`src/rtl/fp_unit_arbiter.sv`:
```
// fp_unit_arbiter: round-robin sharing of one fixed-latency pipelined FP unit.
// A tag pipeline aligned to the unit latency steers each result to its owner.
module fp_unit_arbiter #(
  parameter int NUM_REQ = 4,
  parameter int WIDTH   = 32,
  parameter int LATENCY = 6
) (
  input  logic                     clock,
  input  logic                     reset,
  input  logic [NUM_REQ-1:0]       req_valid,
  input  logic [NUM_REQ*WIDTH-1:0] req_data,
  output logic [NUM_REQ-1:0]       req_ready,
  output logic                     unit_go,
  output logic [WIDTH-1:0]         unit_operand,
  input  logic                     unit_done,
  input  logic [WIDTH-1:0]         unit_result,
  output logic [NUM_REQ-1:0]       resp_valid,
  output logic [WIDTH-1:0]         resp_data,
  output logic                     busy,
  output logic                     err
);

  localparam int IDW = $clog2(NUM_REQ);
  localparam logic [IDW-1:0] LAST_RST = IDW'(NUM_REQ - 1);

  logic [IDW-1:0]     r_last;
  logic [IDW-1:0]     r_issue_id;
  logic               r_go;
  logic [WIDTH-1:0]   r_operand;
  logic [LATENCY-1:0] r_tag_v;
  logic [IDW-1:0]     r_tag_id [LATENCY];
  logic [NUM_REQ-1:0] r_resp_valid;
  logic [WIDTH-1:0]   r_resp_data;
  logic               r_err;

  logic [NUM_REQ-1:0] w_grant;
  logic [IDW-1:0]     w_gid;
  logic               w_accept;
  logic [WIDTH-1:0]   w_gdata;
  logic [NUM_REQ-1:0] w_head_oh;
  logic               w_head_hit;
  logic               w_head_miss;

  // Round-robin search starting just after the last granted index
  always_comb begin
    w_grant  = '0;
    w_gid    = '0;
    w_accept = 1'b0;
    for (int k = 1; k <= NUM_REQ; k++) begin
      if (!w_accept &&
          req_valid[(int'(r_last) + k) % NUM_REQ]) begin
        w_accept = 1'b1;
        w_gid    = IDW'((int'(r_last) + k) % NUM_REQ);
        w_grant[(int'(r_last) + k) % NUM_REQ] = 1'b1;
      end
    end
  end

  assign req_ready = w_grant;
  assign w_gdata   = req_data[int'(w_gid)*WIDTH +: WIDTH];

  // Remember the most recent grant; only moves when something is accepted
  always_ff @(posedge clock or posedge reset) begin
    if (reset) begin
      r_last <= LAST_RST;
    end else if (w_accept) begin
      r_last <= w_gid;
    end
  end

  // Issue register: one go pulse per accept, operand held otherwise
  always_ff @(posedge clock or posedge reset) begin
    if (reset) begin
      r_go       <= 1'b0;
      r_operand  <= '0;
      r_issue_id <= '0;
    end else begin
      r_go <= w_accept;
      if (w_accept) begin
        r_operand  <= w_gdata;
        r_issue_id <= w_gid;
      end
    end
  end

  // Owner tags shift toward the head in step with the unit pipeline
  always_ff @(posedge clock or posedge reset) begin
    if (reset) begin
      r_tag_v <= '0;
      for (int i = 0; i < LATENCY; i++) begin
        r_tag_id[i] <= '0;
      end
    end else begin
      for (int i = 0; i < LATENCY - 1; i++) begin
        r_tag_v[i]  <= r_tag_v[i+1];
        r_tag_id[i] <= r_tag_id[i+1];
      end
      r_tag_v[LATENCY-1]  <= r_go;
      r_tag_id[LATENCY-1] <= r_issue_id;
    end
  end

  assign w_head_oh   = NUM_REQ'(1) << r_tag_id[0];
  assign w_head_hit  = r_tag_v[0] && unit_done;
  assign w_head_miss = r_tag_v[0] && !unit_done;

  // Steer a matched result back to its owner as a one-cycle strobe
  always_ff @(posedge clock or posedge reset) begin
    if (reset) begin
      r_resp_valid <= '0;
      r_resp_data  <= '0;
    end else if (w_head_hit) begin
      r_resp_valid <= w_head_oh;
      r_resp_data  <= unit_result;
    end else begin
      r_resp_valid <= '0;
    end
  end

  // Sticky flag for an expected done that never arrived
  always_ff @(posedge clock or posedge reset) begin
    if (reset) begin
      r_err <= 1'b0;
    end else if (w_head_miss) begin
      r_err <= 1'b1;
    end
  end

  assign unit_go      = r_go;
  assign unit_operand = r_operand;
  assign resp_valid   = r_resp_valid;
  assign resp_data    = r_resp_data;
  assign err          = r_err;
  assign busy         = r_go | (|r_tag_v) | (|r_resp_valid);

endmodule
```
`config.mk`:
```
export PLATFORM = sky130hd
export DESIGN_NAME = fp_unit_arbiter
export DESIGN_NICKNAME = d
export VERILOG_FILES = /design/src/rtl/fp_unit_arbiter.sv
export SDC_FILE = /design/constraint.sdc
export NUM_CORES = 1
export LEC_CHECK = 0
export BUFFER_PORTS_ARGS = -buffer_cell sky130_fd_sc_hd__buf_2
export CORE_UTILIZATION = 50
export DETAILED_ROUTE_END_ITERATION = 8
export PLACE_DENSITY = 0.95
export SETUP_SLACK_MARGIN = 0.02
export SLEW_MARGIN = 20
export SYNTH_ARGS = -nofsm -noshare
export SYNTH_HDL_FRONTEND = slang
export SYNTH_SLANG_ARGS = --single-unit
```
`constraint.sdc`:
```
create_clock -name clock -period 8.6 [get_ports clock]
set_input_delay 0.86 -clock clock [delete_from_list [all_inputs] [get_ports clock]]
set_output_delay 0.86 -clock clock [all_outputs]
set_load 0.005 [all_outputs]
```
==> results of run 1 <==
layout make-up:
class                      instances  area (µm²)
multi-input combinational        288        2310
clock inverter                     7        67.6
tap                              129         161
antenna                            1        2.50
timing repair buffer             246        1240
fill                             733        3050
clock buffer                       9         124
inverter                           5        21.3
sequential                        92        2300
worst max path at each step:
stage,slack (ps),cells after the start,to,start
floorplan,5230,8,req_ready[0],r_last[0]$_DFFE_PP1P_
global placement,4570,9,unit_operand[8]$_DFFE_PP0P_,r_last[0]$_DFFE_PP1P_
detailed placement,4400,8,unit_operand[7]$_DFFE_PP0P_,r_last[0]$_DFFE_PP1P_
CTS,4390,8,unit_operand[7]$_DFFE_PP0P_,r_last[0]$_DFFE_PP1P_
global route,4010,9,unit_operand[8]$_DFFE_PP0P_,r_last[0]$_DFFE_PP1P_
finish,4380,8,unit_operand[9]$_DFFE_PP0P_,r_last[0]$_DFFE_PP1P_
routing by layer:
layer  GRT usage  vias up
li1            -     2046
met1       0.324     2162
met2       0.496      226
met3      0.0571       22
met4       0.113        0
met5           0        -
through the flow:
step / cells / hold WS [ps] / total power [mW] / utilization
5_1_grt: 777 / 360 / 2.84 / 0.671
3_3_place_gp: 760 / 333 / 2.26 / 0.650
2_1_floorplan: 425 / 331 / 1.95 / -
3_5_place_dp: 760 / 335 / 2.36 / 0.650
4_1_cts: 776 / 357 / 2.64 / 0.671
6_report: 777 / 353 / 2.63 / 0.671
state kept, by name (all words and copies together) (netlist names):
signal / flops
err: 1
r_issue_id: 2
r_last: 2
r_tag_id: 12
r_tag_v: 6
resp_data: 32
resp_valid: 4
unit_go: 1
unit_operand: 32
worst max-delay path, delay by kind of cell (launching register included):
| kind | cells | cell delay (ps) |
|---|---|---|
| simple gates | 3 | 1760 |
| buf+inv | 1 | 190 |
| flops | 1 | 790 |
| fa+ha+maj | 1 | 430 |
| mux | 1 | 420 |
| compound gates | 2 | 480 |
power breakdown:
group,switching (mW),internal (mW)
clock,0.164,0.113
sequential,0.114,0.636
combinational,0.942,0.661
kinds of logic (layout without fill, tap and decap cells):
| family | Yosys count | count (layout) | share of synthesized area |
|---|---|---|---|
| other cells | 0 | 1 | 0 |
| simple gates | 95 | 95 | 0.104 |
| mux | 38 | 38 | 0.0978 |
| fa+ha+maj | 8 | 8 | 0.0208 |
| xor+xnor | 1 | 1 | 0.00182 |
| compound gates | 146 | 146 | 0.249 |
| flops | 92 | 92 | 0.479 |
| buf+inv | 45 | 267 | 0.0471 |
placed cells by master, fill, tap and decap left out, drive strengths merged, types with 8 or more instances in the layout:
master    n
buf     246
dfrtp    90
a211oi   64
nand2    39
o31ai    34
mux2     32
and3     32
a21boi   32
clkbuf    9
inv       9
ha        8
==> reports/results.tsv, run 1 <==
metric	value	unit
outcome	complete, no violations	
synth_top_area_cell	dfrtp_1	
ys_seq_elements	92	
r2r-end	unit_operand[9]$_DFFE_PP0P_	
core-area	9280	µm²
ioPinCount	242	
worst_ep_arrival_time	4470	ps
vias	4456	
first_global_vias	4373	
finalCritPeriodShare	0.491	
slew_headroom	0.319	
synth_cells	425	
hold_end	r_tag_id[9]$_DFF_PP0_	
area_delta_synth_final	29.6	%
finalWirelength	13900	µm
post-route-min-period	4220	ps
path_cells	inv_1, ha_1, mux4_2, nor2b_4, or3b_4, and2_2, a211oi_1, o31ai_1	
cts_htree_levels	3	
critPathRequiredTime	8840	ps
slowest_stage	and2_2	
numCtsBuffers	9	
tritoncts	built	
leakage	2.90	nW
grt.overflow.total	0	
avgSynthCellArea	11.3	µm²
hold_viol	0	
syn_area	4810	µm²
start_util	0.518	
crit_path_start_kind	flop	
power.density	422	nW/µm²
finalSetupTns	0	ps
slew_violations	0	
maxClockFrequency	237	MHz
ys_top_cells_by_count	dfrtp_1 (90), a211oi_1 (45), nand2_1 (38)	
maxCapViolations	0	
cts_buffer_depth	2	
setup_slack	4380	ps
drive_above_1_share	0.510	
io_buffer_count	241	
crit_fanout	66	
track_usage	0.277	
synth_edf_count	0	
rsz0062_at_grt	false	
drt-met1-wl	5330	µm
clockRootBuffer	clkbuf_8	
dieArea	10000	µm²
ys_seq_area_frac	0.479	
fin_area	6230	µm²
ys_warn_count	0	
synth_fp_nets	600	
grt_pass1_wl	21600	µm
wl_met3	1110	µm
tightest_slew	1020	ps
criticalPathCategory	reg -> reg	
clk_latency	350	ps
hold_path_class	reg -> reg	
dp_hpwl	9970	µm
synthFlopType	dfrtp_1	
hold_start	r_tag_id[7]$_DFF_PP0_	
ant_nets	0	
synth.most_common_cell	dfrtp_1	
post-place-ws	4400	ps
skew	16.9	ps
nNetsFinal	817	
yosys-top-cells-area	dfrtp_1 (47%), mux2_2 (7.5%), a211oi_1 (7.0%)	
place_area	6040	µm²
setup_violations	0	
netlist.area_leader.share	0.468	
dieHeight	100	µm
clk_pin_slew_worst_paths	100	ps
irDropWorstVdd	350	µV
grt_max_degree	78	
hold_depth	0	
drt_iter0_drc	253	
clock-sinks	92	
met2_length	7210	µm
post_cts_resized	0	
max_stage_delay	860	ps
wl_per_cell	17.9	µm
async_flop_share	1.00	
first_pass_iters	5	
rows	35	
detail_route.vias_per_cell	5.73	
antenna_found_initial	1	
cts_setup_buffers	0	
crit_path_end_kind	flop	
reg2reg_depth	8	
cts_hold_buf	0	
die_x	100	µm
rrSetupSlack	4380	ps
place_congestion	0.823	
crit-reg2reg-launch	r_last[0]$_DFFE_PP1P_	
synth_cell_types	41	
highest_layer	met4	
route.detailed.drc	0	
Power figures use the tool's default switching activity.
==> run 2, diff against run 1 <==
--- a/config.mk
+++ b/config.mk
@@ -6,9 +6,9 @@
 export NUM_CORES = 1
 export LEC_CHECK = 0
 export BUFFER_PORTS_ARGS = -buffer_cell sky130_fd_sc_hd__buf_2
-export CORE_UTILIZATION = 50
+export CORE_UTILIZATION = 46
 export DETAILED_ROUTE_END_ITERATION = 8
-export PLACE_DENSITY = 0.95
+export PLACE_DENSITY = 0.91
 export SETUP_SLACK_MARGIN = 0.02
 export SLEW_MARGIN = 20
 export SYNTH_ARGS = -nofsm -noshare
==> constraint.sdc (replaced) <==
create_clock -name clock -period 3.95 [get_ports clock]
set_input_delay 0.395 -clock clock [delete_from_list [all_inputs] [get_ports clock]]
set_output_delay 0.395 -clock clock [all_outputs]
set_load 0.005 [all_outputs]
==> reports/results.tsv, run 2 (synthesis results as in run 1) <==
metric	value	unit
outcome	complete, no violations	
cts_htree_levels	3	
io_buffer_count	241	
maxCapViolations	0	
netSwitchingFraction	0.451	
ant_nets	0	
hold_path_class	in -> async	
clockRootBuffer	clkbuf_8	
skew	10.1	ps
hold_viol	0	
criticalPathCategory	reg -> reg	
rows	36	
grt.overflow.total	0	
place_area	6100	µm²
cts_setup_buffers	0	
antenna_found_initial	3	
final_common_cell	buf_2	
nNetsFinal	822	
die_x	104	µm
detail_route.vias_per_cell	5.63	
critPathRequiredTime	4180	ps
dieHeight	104	µm
rsz0062_at_grt	false	
start_util	0.483	
track_usage	0.259	
clk_latency	360	ps
drt_iter0_drc	342	
cts_buffer_depth	2	
p_comb_frac	0.616	
cts_hold_buf	0	
tightest_slew	798	ps
slew_violations	0	
maxClockFrequency	274	MHz
irDropWorstVdd	748	µV
grt_pass1_wl	22400	µm
p_seq_frac	0.274	
power_switching	2.68	mW
clk_pin_slew_worst_paths	90	ps
p_int	3.27	mW
first_global_vias	4608	
numCtsBuffers	9	
ioPinCount	242	
crit_path_start_kind	flop	
clock-sinks	92	
leakage	2.94	nW
setup_violations	0	
finalWirelength	14000	µm
route.detailed.drc	0	
finalCritPeriodShare	0.924	
dieArea	10900	µm²
slew_headroom	0.468	
wl_per_cell	17.8	µm
grt_max_degree	69	
post-route-min-period	3650	ps
worst_ep_arrival_time	3880	ps
place_congestion	0.878	
vias	4431	
core-area	9950	µm²
crit_path_end_kind	flop	
layout_common_cells	buf_2 (241), dfrtp_1 (90), a211oi_1 (45)	
p_clk_frac	0.110	
power.density	944	nW/µm²
first_pass_iters	4	
dp_hpwl	10500	µm
area_delta_synth_final	31.3	%
finalSetupTns	0	ps
tritoncts	built	
crit_fanout	46	
fin_area	6310	µm²
drive_above_1_share	0.512	
==> run 2: through the flow <==
step / instances / hold WS, ps / utilization / worst slack [ps] / total power [mW]
final: 787 / 187 / 0.634 / 298 / 5.96
after floorplan: 425 / 331 / - / 655 / 4.24
after detailed placement: 769 / 337 / 0.612 / 66.9 / 5.31
after CTS: 785 / 199 / 0.633 / 45.2 / 5.96
after global routing: 787 / 239 / 0.634 / 103 / 6.38
after global placement: 769 / 332 / 0.612 / 269 / 5.08
==> run 2: repair_timing <==
action,4_1_cts,5_1_grt
endpoints found under the setup margin,0,32
resized for setup,0,3
endpoints found under the hold margin,0,0
==> run 2: cell type report <==
class	count	area, µm²
antenna	2	5.00
clock buffer	11	141
clock inverter	5	65.1
fill	755	3640
inverter	5	21.3
multi-input combinational	288	2300
sequential	92	2310
tap	133	166
timing repair buffer	251	1310
==> run 2: final timing paths <==
kind,from,endpoint,slack (ps),depth (start not counted)
worst min-delay path,reset,resp_data[19]$_DFFE_PP0P_,190,2
min in group clock,unit_result[23],resp_data[23]$_DFFE_PP0P_,260,2
worst min register to register,r_tag_id[2]$_DFF_PP0_,r_tag_id[4]$_DFF_PP0_,360,0
worst max-delay path,r_last[0]$_DFFE_PP1P_,unit_operand[15]$_DFFE_PP0P_,300,9
max in group asynchronous,reset,r_last[1]$_DFFE_PP1P_,2870,3
worst max register to register,r_last[0]$_DFFE_PP1P_,unit_operand[15]$_DFFE_PP0P_,300,9
==> run 2: power by group through the flow <==
| stage | Combinational [mW] | Sequential [mW] | Clock [mW] |
|---|---|---|---|
| 2_1_floorplan | 2.63 | 1.61 | 0 |
| 3_3_place_gp | 3.46 | 1.62 | 0 |
| 3_5_place_dp | 3.66 | 1.65 | 0 |
| 4_1_cts | 3.66 | 1.63 | 0.666 |
| 5_1_grt | 3.99 | 1.68 | 0.709 |
| 6_report | 3.67 | 1.63 | 0.653 |
==> run 2: layer usage <==
metal | wire length (µm) | global-route usage
met1 | 5450 | 0.298
met4 | 307 | 0.0980
met2 | 7320 | 0.468
met3 | 886 | 0.0576
met5 | 12 | 0
==> run 2: worst max-delay path: stages (launching register included) <==
cell      delay (ps)
dfstp_4          760
inv_1            150
ha_1             440
mux4_2           580
nor2b_4          180
or3b_4           510
buf_4            310
and3_1           220
a211oi_1         240
o31ai_1          110
